$ cat src/rtl/rsa_host_driver.sv
// rsa_host_driver: host-side initiator for the byte-wide RSA core.
// Loads a 96-byte operand stream (message, exponent, modulus, LSB byte first),
// starts the core, waits for completion and streams the 32-byte result out.
// Optional build macro RSA_DRV_TIMEOUT_EN adds a watchdog on the START/BUSY wait
// (parameter TIMEOUT_CYCLES, output err). Without it err is constant 0.
module rsa_host_driver #(
    parameter int NBYTES = 32,
    parameter int RD_LAT = 1
`ifdef RSA_DRV_TIMEOUT_EN
    ,
    parameter int TIMEOUT_CYCLES = 262143
`endif
) (
    input  logic       clk,
    input  logic       reset,
    input  logic       in_valid,
    input  logic [7:0] in_data,
    output logic       in_ready,
    output logic       out_valid,
    output logic [7:0] out_data,
    output logic       out_last,
    input  logic       out_ready,
    output logic       busy,
    output logic       rsa_we,
    output logic       rsa_oe,
    output logic       rsa_start,
    output logic [1:0] rsa_reg_sel,
    output logic [4:0] rsa_addr,
    output logic [7:0] rsa_data_i,
    input  logic [7:0] rsa_data_o,
    input  logic       rsa_ready,
    output logic       err
);

    localparam int CW = $clog2(3 * NBYTES + 1);
    localparam logic [CW-1:0] CNT_ZERO    = CW'(0);
    localparam logic [CW-1:0] CNT_ONE     = CW'(1);
    localparam logic [CW-1:0] CNT_N       = CW'(NBYTES);
    localparam logic [CW-1:0] CNT_2N      = CW'(2 * NBYTES);
    localparam logic [CW-1:0] CNT_LAST    = CW'(3 * NBYTES - 1);
    localparam logic [4:0]    ADDR_LAST   = 5'(NBYTES - 1);
    localparam logic [7:0]    LAT_LAST    = 8'(RD_LAT);

    typedef enum logic [2:0] {
        ST_IDLE   = 3'd0,
        ST_LOAD   = 3'd1,
        ST_GAP    = 3'd2,
        ST_START  = 3'd3,
        ST_BUSY   = 3'd4,
        ST_READ   = 3'd5,
        ST_OUT    = 3'd6,
        ST_FINISH = 3'd7
    } state_t;

    state_t          state_q, state_d;
    logic [CW-1:0]   cnt_q, cnt_d;
    logic [7:0]      lat_q, lat_d;
    logic            we_q, we_d;
    logic            oe_q, oe_d;
    logic            start_q, start_d;
    logic [1:0]      sel_q, sel_d;
    logic [4:0]      addr_q, addr_d;
    logic [7:0]      wdata_q, wdata_d;
    logic [7:0]      out_data_q, out_data_d;
    logic            err_q, err_d;
`ifdef RSA_DRV_TIMEOUT_EN
    localparam logic [31:0] TMO_LIMIT = 32'(TIMEOUT_CYCLES);
    logic [31:0]     tmo_q, tmo_d;
`endif

    // Handshake and status flags decode straight from the state register.
    assign in_ready    = (state_q == ST_LOAD);
    assign out_valid   = (state_q == ST_OUT);
    assign out_last    = (state_q == ST_OUT) && (addr_q == ADDR_LAST);
    assign busy        = (state_q != ST_IDLE);
    assign rsa_we      = we_q;
    assign rsa_oe      = oe_q;
    assign rsa_start   = start_q;
    assign rsa_reg_sel = sel_q;
    assign rsa_addr    = addr_q;
    assign rsa_data_i  = wdata_q;
    assign out_data    = out_data_q;
    assign err         = err_q;

    // Next-state and registered-output computation for the whole transaction.
    always_comb begin
        state_d    = state_q;
        cnt_d      = cnt_q;
        lat_d      = lat_q;
        we_d       = 1'b0;
        oe_d       = oe_q;
        start_d    = start_q;
        sel_d      = sel_q;
        addr_d     = addr_q;
        wdata_d    = wdata_q;
        out_data_d = out_data_q;
        err_d      = 1'b0;
`ifdef RSA_DRV_TIMEOUT_EN
        tmo_d      = tmo_q;
`endif
        case (state_q)
            ST_IDLE: begin
                if (in_valid) begin
                    state_d = ST_LOAD;
                    cnt_d   = CNT_ZERO;
                end else begin
                    state_d = ST_IDLE;
                end
            end
            ST_LOAD: begin
                if (in_valid) begin
                    // One core write per accepted byte; the segment picks reg_sel.
                    we_d    = 1'b1;
                    addr_d  = 5'(cnt_q % CNT_N);
                    wdata_d = in_data;
                    if (cnt_q < CNT_N) begin
                        sel_d = 2'b00;
                    end else if (cnt_q < CNT_2N) begin
                        sel_d = 2'b10;
                    end else begin
                        sel_d = 2'b11;
                    end
                    cnt_d = cnt_q + CNT_ONE;
                    if (cnt_q == CNT_LAST) begin
                        state_d = ST_GAP;
                    end else begin
                        state_d = ST_LOAD;
                    end
                end else begin
                    state_d = ST_LOAD;
                end
            end
            ST_GAP: begin
                // Final write is on the bus now; start follows so they never overlap.
                start_d = 1'b1;
                state_d = ST_START;
            end
            ST_START: begin
                if (!rsa_ready) begin
                    start_d = 1'b0;
                    state_d = ST_BUSY;
                end else begin
                    start_d = 1'b1;
                end
            end
            ST_BUSY: begin
                if (rsa_ready) begin
                    oe_d    = 1'b1;
                    addr_d  = 5'd0;
                    cnt_d   = CNT_ZERO;
                    lat_d   = 8'd0;
                    state_d = ST_READ;
                end else begin
                    state_d = ST_BUSY;
                end
            end
            ST_READ: begin
                // Capture after the core has registered the addressed byte.
                if (lat_q == LAT_LAST) begin
                    out_data_d = rsa_data_o;
                    state_d    = ST_OUT;
                end else begin
                    lat_d = lat_q + 8'd1;
                end
            end
            ST_OUT: begin
                if (out_ready) begin
                    if (addr_q == ADDR_LAST) begin
                        oe_d    = 1'b0;
                        cnt_d   = CNT_ZERO;
                        state_d = ST_FINISH;
                    end else begin
                        addr_d  = addr_q + 5'd1;
                        lat_d   = 8'd0;
                        state_d = ST_READ;
                    end
                end else begin
                    state_d = ST_OUT;
                end
            end
            ST_FINISH: begin
                // Two cycles with oe low let the core fall back to its write state.
                if (cnt_q == CNT_ONE) begin
                    state_d = ST_IDLE;
                    cnt_d   = CNT_ZERO;
                    addr_d  = 5'd0;
                    sel_d   = 2'b00;
                    wdata_d = 8'd0;
                end else begin
                    cnt_d = cnt_q + CNT_ONE;
                end
            end
            default: begin
                state_d = ST_IDLE;
                cnt_d   = CNT_ZERO;
                oe_d    = 1'b0;
                start_d = 1'b0;
            end
        endcase
`ifdef RSA_DRV_TIMEOUT_EN
        if ((state_q == ST_START) || (state_q == ST_BUSY)) begin
            if (tmo_q == TMO_LIMIT) begin
                state_d = ST_IDLE;
                cnt_d   = CNT_ZERO;
                we_d    = 1'b0;
                oe_d    = 1'b0;
                start_d = 1'b0;
                sel_d   = 2'b00;
                addr_d  = 5'd0;
                wdata_d = 8'd0;
                err_d   = 1'b1;
                tmo_d   = 32'd0;
            end else begin
                tmo_d = tmo_q + 32'd1;
            end
        end else begin
            tmo_d = 32'd0;
        end
`endif
    end

    // State and output registers; asynchronous reset aborts any transaction.
    always_ff @(posedge clk or posedge reset) begin
        if (reset) begin
            state_q    <= ST_IDLE;
            cnt_q      <= CNT_ZERO;
            lat_q      <= 8'd0;
            we_q       <= 1'b0;
            oe_q       <= 1'b0;
            start_q    <= 1'b0;
            sel_q      <= 2'b00;
            addr_q     <= 5'd0;
            wdata_q    <= 8'd0;
            out_data_q <= 8'd0;
            err_q      <= 1'b0;
`ifdef RSA_DRV_TIMEOUT_EN
            tmo_q      <= 32'd0;
`endif
        end else begin
            state_q    <= state_d;
            cnt_q      <= cnt_d;
            lat_q      <= lat_d;
            we_q       <= we_d;
            oe_q       <= oe_d;
            start_q    <= start_d;
            sel_q      <= sel_d;
            addr_q     <= addr_d;
            wdata_q    <= wdata_d;
            out_data_q <= out_data_d;
            err_q      <= err_d;
`ifdef RSA_DRV_TIMEOUT_EN
            tmo_q      <= tmo_d;
`endif
        end
    end

endmodule

$ cat config.mk
export PLATFORM = sky130hd
export DESIGN_NAME = rsa_host_driver
export DESIGN_NICKNAME = d
export VERILOG_FILES = /design/src/rtl/rsa_host_driver.sv
export SDC_FILE = /design/constraint.sdc
export NUM_CORES = 1
export LEC_CHECK = 0
export CORE_MARGIN = 2
export CORE_UTILIZATION = 50
export CTS_BUF_LIST = sky130_fd_sc_hd__clkbuf_2 sky130_fd_sc_hd__clkbuf_4 sky130_fd_sc_hd__clkbuf_8
export DETAILED_ROUTE_END_ITERATION = 12
export MAX_ROUTING_LAYER = met4
export PLACE_DENSITY = 0.78
export SKIP_LAST_GASP = 1
export SYNTH_ARGS = -nofsm -noshare
export SYNTH_HDL_FRONTEND = slang
export SYNTH_SLANG_ARGS = --single-unit
$ cat constraint.sdc
create_clock -name clk -period 6.7 [get_ports clk]
set_input_delay 1.34 -clock clk [delete_from_list [all_inputs] [get_ports clk]]
set_output_delay 1.34 -clock clk [all_outputs]
set_load 0.1 [all_outputs]
==> results of run 1 <==
## flip-flops by register name (all words and copies together), names as in the netlist
register and cells:
rsa_oe 1, rsa_start 1, rsa_we 1, state_q 3, cnt_q 7, rsa_data_i 8, rsa_addr 5, rsa_reg_sel 2
lat_q 8, out_data 8
## how the worst min path moves through the flow
| stage | endpoint | slack [ns] | depth (start not counted) |
|---|---|---|---|
| 3_5_place_dp | rsa_data_i[3] | 0.49 | 1 |
| 5_1_grt | rsa_data_i[7] | 0.52 | 1 |
| 6_report | out_data[3] | 0.51 | 1 |
| 3_3_place_gp | out_data[5] | 0.49 | 1 |
| 4_1_cts | out_data[7] | 0.51 | 1 |
| 2_1_floorplan | lat_q[6] | 0.47 | 1 |
## layout by cell type (no fill, tap or decap), drive strengths merged, types with 4 or more instances in the layout
| cell type | netlist | layout |
|---|---|---|
| a2111oi | 4 | 4 |
| a21oi | 7 | 7 |
| a22o | 15 | 15 |
| clkbuf | 5 | 5 |
| clkdlybuf4s50 | 0 | 50 |
| dfrtp | 44 | 44 |
| ha | 9 | 9 |
| inv | 18 | 17 |
| mux2 | 12 | 12 |
| nand2 | 16 | 16 |
| nand2b | 5 | 5 |
| nand3 | 7 | 7 |
| nor2 | 13 | 13 |
| nor3 | 7 | 7 |
| o21ai | 11 | 11 |
| o22ai | 4 | 4 |
| o31ai | 4 | 4 |
## final cells by class
type	count	area, sq um
clock buffer	5	68.8
clock inverter	3	42.5
fill	402	1610
inverter	18	67.6
multi-input combinational	169	1270
sequential	44	1100
tap	67	83.8
timing repair buffer	51	508
## logic make-up (layout without fill, tap and decap cells)
kind of cell | Yosys count | count (layout) | share of synthesized area [%]
xor+xnor | 2 | 2 | 0.702
other cells | 1 | 1 | 0.150
flops | 44 | 44 | 44.1
mux | 15 | 15 | 6.61
fa+ha+maj | 9 | 9 | 4.51
simple gates | 75 | 75 | 16.6
compound gates | 67 | 67 | 22.0
buf+inv | 29 | 77 | 5.26
## through the flow
stage | utilization [%] | hold slack [ns] | cell area (sq um)
after floorplan | - | 0.469 | 2500
after global placement | 63.8 | 0.486 | 3030
after detailed placement | 63.8 | 0.489 | 3030
after CTS | 66.1 | 0.512 | 3140
after global routing | 66.1 | 0.525 | 3140
final | 66.1 | 0.508 | 3140
## metal layers
layer / GRT usage, % / part of all wire (%) / up-vias
met5: - / 0 / -
met4: 8.13 / 1.6 / 0
met3: 4.42 / 4.2 / 11
met2: 32.6 / 47 / 50
met1: 26.7 / 47 / 988
li1: - / - / 997
## worst register-to-register path, cell delays in order (launching register included)
cell,delay [ns]
sky130_fd_sc_hd__dfrtp_1,0.65
sky130_fd_sc_hd__nor4bb_2,1.05
sky130_fd_sc_hd__nor2_1,0.22
sky130_fd_sc_hd__a21oi_2,0.34
sky130_fd_sc_hd__mux2_2,0.37
==> tab_implementation.tex, run 1 <==
\begin{tabular}{lr}
\hline
Metric & Value \\
\hline
\multicolumn{2}{l}{\textbf{Cells and area}} \\
\quad Area Overhead vs Synth & 25.9\% \\
\quad Net count, final & 319 \\
\quad Count of antenna diodes in the layout & 0 \\
\quad Share of post-route cells with drive strength above 1 & 11.7\% \\
\quad Number of cells in the finished layout apart from fillers & 357 \\
\multicolumn{2}{l}{\textbf{Timing}} \\
\quad Setup violators final & 0 \\
\quad Fin. max-slew vios & 0 \\
\quad Final hold viol count & 0 \\
\quad Worst-Margin Slew & 1.11 ns \\
\quad Final critical path time including I/O delays and setup & 4.17 ns \\
\quad Accumulated negative setup slack & 0 ns \\
\quad Unrepaired setup endpoints after global routing & false \\
\quad Maximum clock frequency & 240 MHz \\
\quad Least setup slack across all paths after layout & 2.53 ns \\
\quad Max-slew headroom & 24.7\% \\
\quad Max Clock Skew & 0.00396 ns \\
\quad Final Cycle Share & 62.2\% \\
\multicolumn{2}{l}{\textbf{Floorplanning}} \\
\quad Die width & 74.7 um \\
\quad Core area & 4750 sq um \\
\quad Standard-cell rows & 25 \\
\quad Number of placed I/O pins & 52 \\
\quad Die height & 74.7 um \\
\quad Starting density of the core & 52.5\% \\
\quad Die footprint & 5580 sq um \\
\multicolumn{2}{l}{\textbf{Place}} \\
\quad Post-Place Worst Slack & 2.73 ns \\
\quad Cell count after placement & 349 \\
\quad HPWL after DPL & 3820 um \\
\quad Global placement routability congestion & 0.845 \\
\quad Count of port buffers added during placement & 50 \\
\multicolumn{2}{l}{\textbf{GRT}} \\
\quad Initial antenna violation count & 0 \\
\quad Global route total overflow & 0 \\
\quad Global-route wire length before repair & 8800 um \\
\quad Combined global-route utilization of all metal layers & 20.9\% \\
\quad Via count of the first global-routing pass & 1978 \\
\quad Largest net degree at the start of global routing & 45 \\
\multicolumn{2}{l}{\textbf{Route}} \\
\quad Total number of vias & 2046 \\
\quad Total length of routed wires & 5270 um \\
\quad Number of search-and-repair iterations in the first detailed-routing pass & 4 \\
\quad Per-cell via count in the routed design & 5.73 \\
\quad DRC marker count from the first detailed-route iteration & 84 \\
\quad Average routed wire per standard cell & 14.8 um \\
\quad Antenna-violating nets left & 0 \\
\quad Number of remaining DRC errors & 0 \\
\multicolumn{2}{l}{\textbf{Synthesis}} \\
\quad Most numerous cell types in the synthesized netlist & sky130\_fd\_sc\_hd\_\_dfrtp\_1, sky130\_fd\_sc\_hd\_\_inv\_1, sky130\_fd\_sc\_hd\_\_nand2\_1 \\
\quad Number of enable flip-flop cells after synthesis & 0 \\
\quad Fraction of post-synthesis cell area in the top cell type by area & 44.1\% \\
\quad Post-Syn Nets & 272 \\
\quad Synthesized flop and latch total & 44 \\
\quad Most common cell in the netlist & sky130\_fd\_sc\_hd\_\_dfrtp\_1 \\
\quad Number of warning messages in the yosys log & 0 \\
\quad Area contributors post-synth & sky130\_fd\_sc\_hd\_\_dfrtp\_1, sky130\_fd\_sc\_hd\_\_a22o\_1, sky130\_fd\_sc\_hd\_\_mux2\_2, sky130\_fd\_sc\_hd\_\_ha\_1, sky130\_fd\_sc\_hd\_\_inv\_1 \\
\quad Share of synthesized flip-flops with an asynchronous set or reset & 100\% \\
\quad Cells after synthesis & 242 \\
\quad Sequential fraction of the synthesis area & 44.1\% \\
\quad Post-synthesis instance area & 2500 sq um \\
\quad Avg Synthesized Cell Area & 10.3 sq um \\
\quad Largest area contributor in the netlist & sky130\_fd\_sc\_hd\_\_dfrtp\_1 \\
\quad Prevailing post-synth register cell & sky130\_fd\_sc\_hd\_\_dfrtp\_1 \\
\quad Count of different cell masters after synthesis & 55 \\
\multicolumn{2}{l}{\textbf{Clock tree}} \\
\quad CTS tree & built \\
\quad Number of buffers added by the clock tree synthesis step & 5 \\
\quad Number of setup buffers added after CTS & 0 \\
\quad Cts repair resizes & 0 \\
\quad Root cell of the clock tree & sky130\_fd\_sc\_hd\_\_clkbuf\_8 \\
\quad Hold\_buf cts & 0 \\
\quad CTS clk-pin slew, worst paths & 0.08 ns \\
\quad Clock sink total & 44 \\
\quad Number of H-tree levels & 2 \\
\quad CTS Buffer Depth & 2 \\
\quad Later-pin clock latency in the skew report & 0.29 ns \\
\multicolumn{2}{l}{\textbf{Critical path}} \\
\quad Slowest-stage cell, CP & sky130\_fd\_sc\_hd\_\_clkdlybuf4s50\_1 \\
\quad Crit path arrival time & 2.83 ns \\
\quad Crit path max fanout & 25 \\
\quad Number of cells traversed by the worst register-to-register path & 4 \\
\quad Top cell family by delay on the critical path & buffers and inverters \\
\quad Critical path class & register to output port \\
\quad Crit path from & state\_q[2] \\
\quad Critical path destination & out\_valid \\
\quad Number of logic stages on the critical path including buffering & 3 \\
\quad Flop-to-flop setup slack & 3.95 ns \\
\quad Required arrival time at the worst endpoint & 5.36 ns \\
\quad Delay of the slowest cell on the worst path & 1.21 ns \\
\quad Number of buffers and inverters on the critical path & 1 \\
\quad Worst-path cell chain & nand2\_1 > nor2\_1 > clkdlybuf4s50\_1 \\
\quad Startpoint of the worst-slack reg-to-reg timing path & state\_q[2] \\
\quad Nature of the critical path endpoint & output port \\
\quad Crit path launch type & register \\
\quad Worst reg2reg endpoint & rsa\_addr[4] \\
\multicolumn{2}{l}{\textbf{Hold path}} \\
\quad Worst hold path type & register to register \\
\quad Min-Delay Startpoint & out\_data[3] \\
\multicolumn{2}{l}{\textbf{Run status}} \\
\quad Status & completed \\
\multicolumn{2}{l}{\textbf{Run}} \\
\quad Maximum Capacitance Violations & 0 \\
\hline
\end{tabular}
Power of run 1 is not shown: default switching activity piles up to over one toggle a cycle in this logic, so the estimate is an artifact.
==> run 2, diff against run 1 <==
- clock period: 6.7 -> 4.1 ns (I/O delays scaled with it)
==> run 2 against run 1 <==
Die area unchanged. Global-route usage is 0.24 points higher. Clock skew grew 0.0036 ns. Core utilization fell by 0.079 points. Cell count up 0.56%. Setup slack worse by 1.3 ns. Sequential share of layout area about the same. Largest cell class unchanged. Highest routed layer unchanged.
==> tab_implementation.tex, run 2 (synthesis gave the netlist of run 1 again) <==
\begin{tabular}{lr}
\hline
Metric & Value \\
\hline
\multicolumn{2}{l}{\textbf{Run status}} \\
\quad Status & completed \\
\multicolumn{2}{l}{\textbf{Cells and area}} \\
\quad Share of post-route cells with drive strength above 1 & 14.0\% \\
\quad Net count, final & 321 \\
\quad Highest-count cells in the layout ignoring fill and taps & sky130\_fd\_sc\_hd\_\_clkdlybuf4s50\_1, sky130\_fd\_sc\_hd\_\_dfrtp\_1, sky130\_fd\_sc\_hd\_\_inv\_1, sky130\_fd\_sc\_hd\_\_nand2\_1, sky130\_fd\_sc\_hd\_\_a22o\_1 \\
\quad FILL cells & 396 \\
\quad Area Overhead vs Synth & 25.7\% \\
\quad Post-Layout Inst Area & 3140 sq um \\
\quad Most common library cell in the layout ignoring fill and taps & sky130\_fd\_sc\_hd\_\_clkdlybuf4s50\_1 \\
\quad Count of antenna diodes in the layout & 0 \\
\multicolumn{2}{l}{\textbf{Place}} \\
\quad Count of port buffers added during placement & 50 \\
\quad DP Area & 3040 sq um \\
\quad Post-Place Worst Slack & 1.28 ns \\
\quad Global placement routability congestion & 0.857 \\
\quad HPWL after DPL & 3830 um \\
\multicolumn{2}{l}{\textbf{Floorplanning}} \\
\quad Number of placed I/O pins & 52 \\
\quad Core area & 4750 sq um \\
\quad Die height & 74.7 um \\
\quad Standard-cell rows & 25 \\
\quad Starting density of the core & 52.5\% \\
\quad Die width & 74.7 um \\
\quad Die footprint & 5580 sq um \\
\multicolumn{2}{l}{\textbf{Critical path}} \\
\quad Crit path arrival time & 2.06 ns \\
\quad Delay of the slowest cell on the worst path & 0.83 ns \\
\quad Number of buffers and inverters on the critical path & 1 \\
\quad Crit path launch type & register \\
\quad Worst-path cell chain & nand2\_1 > nor2\_1 > buf\_4 \\
\quad Slowest-stage cell, CP & sky130\_fd\_sc\_hd\_\_dfrtp\_1 \\
\quad Nature of the critical path endpoint & output port \\
\quad Required arrival time at the worst endpoint & 3.28 ns \\
\quad Crit path max fanout & 25 \\
\quad Critical path class & register to output port \\
\quad Top cell family by delay on the critical path & flip-flops \\
\multicolumn{2}{l}{\textbf{Timing}} \\
\quad Max Clock Skew & 0.00759 ns \\
\quad Maximum clock frequency & 348 MHz \\
\quad Worst-Margin Slew & 0.986 ns \\
\quad Final critical path time including I/O delays and setup & 2.88 ns \\
\quad Setup violators final & 0 \\
\quad Unrepaired setup endpoints after global routing & false \\
\quad Hold slack & 0.509 ns \\
\quad Max-slew headroom & 34.1\% \\
\quad Least setup slack across all paths after layout & 1.22 ns \\
\quad Final Cycle Share & 70.2\% \\
\quad Accumulated negative setup slack & 0 ns \\
\quad Final hold viol count & 0 \\
\quad Fin. max-slew vios & 0 \\
\multicolumn{2}{l}{\textbf{Clock tree}} \\
\quad CTS Buffer Depth & 2 \\
\quad Clock sink total & 44 \\
\quad Number of setup buffers added after CTS & 0 \\
\quad Number of buffers added by the clock tree synthesis step & 5 \\
\quad CTS tree & built \\
\quad Cts repair resizes & 0 \\
\quad Number of H-tree levels & 2 \\
\quad Later-pin clock latency in the skew report & 0.31 ns \\
\quad Root cell of the clock tree & sky130\_fd\_sc\_hd\_\_clkbuf\_8 \\
\quad CTS clk-pin slew, worst paths & 0.09 ns \\
\quad Hold\_buf cts & 0 \\
\multicolumn{2}{l}{\textbf{GRT}} \\
\quad Global route total overflow & 0 \\
\quad Global-route wire length before repair & 8790 um \\
\quad Via count of the first global-routing pass & 1953 \\
\quad Initial antenna violation count & 0 \\
\quad Combined global-route utilization of all metal layers & 21.1\% \\
\quad Largest net degree at the start of global routing & 45 \\
\multicolumn{2}{l}{\textbf{Hold path}} \\
\quad Worst hold path type & register to register \\
\multicolumn{2}{l}{\textbf{Route}} \\
\quad DRC marker count from the first detailed-route iteration & 151 \\
\quad Total number of vias & 2045 \\
\quad Average routed wire per standard cell & 15.0 um \\
\quad Number of remaining DRC errors & 0 \\
\quad Antenna-violating nets left & 0 \\
\quad Number of search-and-repair iterations in the first detailed-routing pass & 4 \\
\quad Total length of routed wires & 5390 um \\
\quad Per-cell via count in the routed design & 5.70 \\
\multicolumn{2}{l}{\textbf{Run}} \\
\quad Maximum Capacitance Violations & 0 \\
\hline
\end{tabular}
## run 2: cell types whose count changed in the layout (fill, tap and decap cells not counted), sizes merged
cell / before / now
buf: 1 / 7
clkdlybuf4s50: 50 / 46
bufinv: 1 / 0
clkbuf: 5 / 6
clkinv: 2 / 1
clkinvlp: 1 / 2
## run 2: final cells by class
cell class / instances / area, sq um / share of cell area [%]
Sequential cell: 44 / 1100 / 35.1
Clock inverter: 2 / 15.0 / 0.478
Clock buffer: 6 / 82.6 / 2.63
Inverter: 18 / 67.6 / 2.15
Multi-Input combinational cell: 169 / 1280 / 40.7
Tap cell: 67 / 83.8 / 2.67
Timing Repair Buffer: 53 / 513 / 16.3
## run 2: metal layers
layer / GRT usage (%) / wire length (um)
met1: 27.7 / 2490
met2: 33.5 / 2650
met5: - / 0
met4: 5.75 / 72
met3: 4.42 / 183
## run 2: through the flow
step | util, % | std cells
global placement | 64.0 | 351
floorplan | - | 242
CTS | 66.0 | 359
finish | 66.0 | 359
global route | 66.0 | 359
detailed placement | 64.0 | 351
## run 2: final timing paths
path | endpoint | slack [ns] | cells after the start | start
setup / recovery | out_valid | 1.22 | 3 | state_q[2]
hold / removal | rsa_data_i[7] | 0.51 | 1 | rsa_data_i[7]
setup reg to reg | cnt_q[2] | 1.48 | 7 | rsa_addr[0]
hold reg to reg | rsa_data_i[7] | 0.51 | 1 | rsa_data_i[7]
max in group asynchronous | rsa_addr[2] | 2.77 | 3 | reset
min in group asynchronous | out_data[5] | 0.95 | 3 | reset
Power of run 2 is left out for the same reason.
==> run 3, diff against run 2 <==
- clock period: 4.1 -> 2.8 ns (I/O delays scaled with it)
==> run 3 against run 2 <==
Core utilization increased by 1.4 points. Clock skew down 0.0010 ns. Wire length up 4.3%. Critical path depth increased by 3. Setup slack got worse by 0.93 ns. Critical path type is now register to register. Critical endpoint is now cnt_q[2].
==> tab_implementation.tex, run 3 (synthesis gave the netlist of run 1 again) <==
\begin{tabular}{lr}
\hline
Metric & Value \\
\hline
\multicolumn{2}{l}{\textbf{Run status}} \\
\quad Status & completed \\
\multicolumn{2}{l}{\textbf{Place}} \\
\quad Global placement routability congestion & 0.913 \\
\quad HPWL after DPL & 4180 um \\
\quad Count of port buffers added during placement & 50 \\
\multicolumn{2}{l}{\textbf{Critical path}} \\
\quad Worst-path cell chain & inv\_1 > ha\_1 > nor4b\_2 > a311oi\_4 > a2111oi\_0 > o22ai\_2 \\
\quad Crit path launch type & register \\
\quad Number of buffers and inverters on the critical path & 1 \\
\quad Slowest-stage cell, CP & sky130\_fd\_sc\_hd\_\_a2111oi\_0 \\
\quad Delay of the slowest cell on the worst path & 0.77 ns \\
\quad Top cell family by delay on the critical path & compound AO/OA/AOI/OAI gates \\
\quad Number of cells traversed by the worst register-to-register path & 6 \\
\quad Crit path arrival time & 2.65 ns \\
\quad Flop-to-flop setup slack & 0.30 ns \\
\quad Critical path class & register to register \\
\quad Startpoint of the worst-slack reg-to-reg timing path & cnt\_q[1] \\
\quad Crit path max fanout & 7 \\
\quad Nature of the critical path endpoint & register \\
\quad Critical path destination & cnt\_q[2] \\
\quad Crit path from & cnt\_q[1] \\
\quad Number of logic stages on the critical path including buffering & 6 \\
\quad Worst reg2reg endpoint & cnt\_q[2] \\
\quad Required arrival time at the worst endpoint & 2.95 ns \\
\multicolumn{2}{l}{\textbf{Route}} \\
\quad DRC marker count from the first detailed-route iteration & 79 \\
\quad Antenna-violating nets left & 0 \\
\quad Total number of vias & 2071 \\
\quad Number of search-and-repair iterations in the first detailed-routing pass & 4 \\
\quad Total length of routed wires & 5620 um \\
\quad Average routed wire per standard cell & 15.4 um \\
\quad Per-cell via count in the routed design & 5.67 \\
\quad Number of remaining DRC errors & 0 \\
\multicolumn{2}{l}{\textbf{GRT}} \\
\quad Combined global-route utilization of all metal layers & 22.3\% \\
\quad Initial antenna violation count & 0 \\
\quad Global route total overflow & 0 \\
\quad Largest net degree at the start of global routing & 22 \\
\quad Global-route wire length before repair & 9230 um \\
\quad Via count of the first global-routing pass & 2047 \\
\multicolumn{2}{l}{\textbf{Cells and area}} \\
\quad Highest-count cells in the layout ignoring fill and taps & sky130\_fd\_sc\_hd\_\_dfrtp\_1, sky130\_fd\_sc\_hd\_\_buf\_4, sky130\_fd\_sc\_hd\_\_clkdlybuf4s50\_1, sky130\_fd\_sc\_hd\_\_inv\_1, sky130\_fd\_sc\_hd\_\_nand2\_1 \\
\quad Most common library cell in the layout ignoring fill and taps & sky130\_fd\_sc\_hd\_\_dfrtp\_1 \\
\quad Final cell utilization of the core & 67.4\% \\
\quad Net count, final & 328 \\
\quad Share of post-route cells with drive strength above 1 & 25.5\% \\
\quad Area Overhead vs Synth & 28.4\% \\
\quad Count of antenna diodes in the layout & 0 \\
\multicolumn{2}{l}{\textbf{Clock tree}} \\
\quad Number of setup buffers added after CTS & 0 \\
\quad CTS clk-pin slew, worst paths & 0.08 ns \\
\quad Number of buffers added by the clock tree synthesis step & 5 \\
\quad Number of H-tree levels & 2 \\
\quad CTS tree & built \\
\quad CTS Buffer Depth & 2 \\
\quad Cts repair resizes & 0 \\
\quad Clock sink total & 44 \\
\quad Later-pin clock latency in the skew report & 0.29 ns \\
\quad Root cell of the clock tree & sky130\_fd\_sc\_hd\_\_clkbuf\_8 \\
\quad Hold\_buf cts & 0 \\
\multicolumn{2}{l}{\textbf{Timing}} \\
\quad Hold slack & 0.429 ns \\
\quad Setup violators final & 0 \\
\quad Unrepaired setup endpoints after global routing & false \\
\quad Max-slew headroom & 48.6\% \\
\quad Fin. max-slew vios & 0 \\
\quad Maximum clock frequency & 399 MHz \\
\quad Final Cycle Share & 89.4\% \\
\quad Final critical path time including I/O delays and setup & 2.50 ns \\
\quad Worst-Margin Slew & 0.752 ns \\
\quad Max Clock Skew & 0.00656 ns \\
\quad Final hold viol count & 0 \\
\multicolumn{2}{l}{\textbf{Floorplanning}} \\
\quad Die height & 74.7 um \\
\quad Starting density of the core & 52.5\% \\
\quad Die footprint & 5580 sq um \\
\quad Standard-cell rows & 25 \\
\quad Die width & 74.7 um \\
\quad Number of placed I/O pins & 52 \\
\quad Core area & 4750 sq um \\
\multicolumn{2}{l}{\textbf{Hold path}} \\
\quad Worst hold path type & input port to async pin \\
\multicolumn{2}{l}{\textbf{Run}} \\
\quad Maximum Capacitance Violations & 0 \\
\hline
\end{tabular}
## run 3: metrics by stage
| step | std cells | TNS (ns) | cell area, sq um | worst slack [ns] |
|---|---|---|---|---|
| 2_1_floorplan | 242 | -0.00162 | 2510 | -0.00162 |
| 3_3_place_gp | 358 | 0 | 3080 | 0.406 |
| 3_5_place_dp | 358 | 0 | 3080 | 0.364 |
| 4_1_cts | 365 | 0 | 3210 | 0.353 |
| 5_1_grt | 365 | 0 | 3210 | 0.122 |
| 6_report | 365 | 0 | 3210 | 0.297 |
## run 3: worst min-delay path by stage
| stage | to | depth (start not counted) |
|---|---|---|
| 2_1_floorplan | lat_q[6] | 1 |
| 3_3_place_gp | rsa_data_i[6] | 1 |
| 3_5_place_dp | rsa_data_i[2] | 1 |
| 4_1_cts | rsa_data_i[3] | 2 |
| 5_1_grt | out_data[7] | 2 |
| 6_report | rsa_data_i[3] | 2 |
## run 3: cell type report
type                       count  area (sq um)
inverter                      18          67.6
tap                           67          83.8
clock inverter                 2          60.1
fill                         371          1550
timing repair buffer          60           538
clock buffer                   5          68.8
multi-input combinational    169          1280
sequential                    44          1100
## run 3: routing by layer
metal / GRT usage [%] / share of wire [%]
met1: 27.7 / 44
met2: 36.5 / 51
met3: 3.88 / 3.5
met4: 8.53 / 1.6
met5: - / 0
Power of run 3 is left out for the same reason.
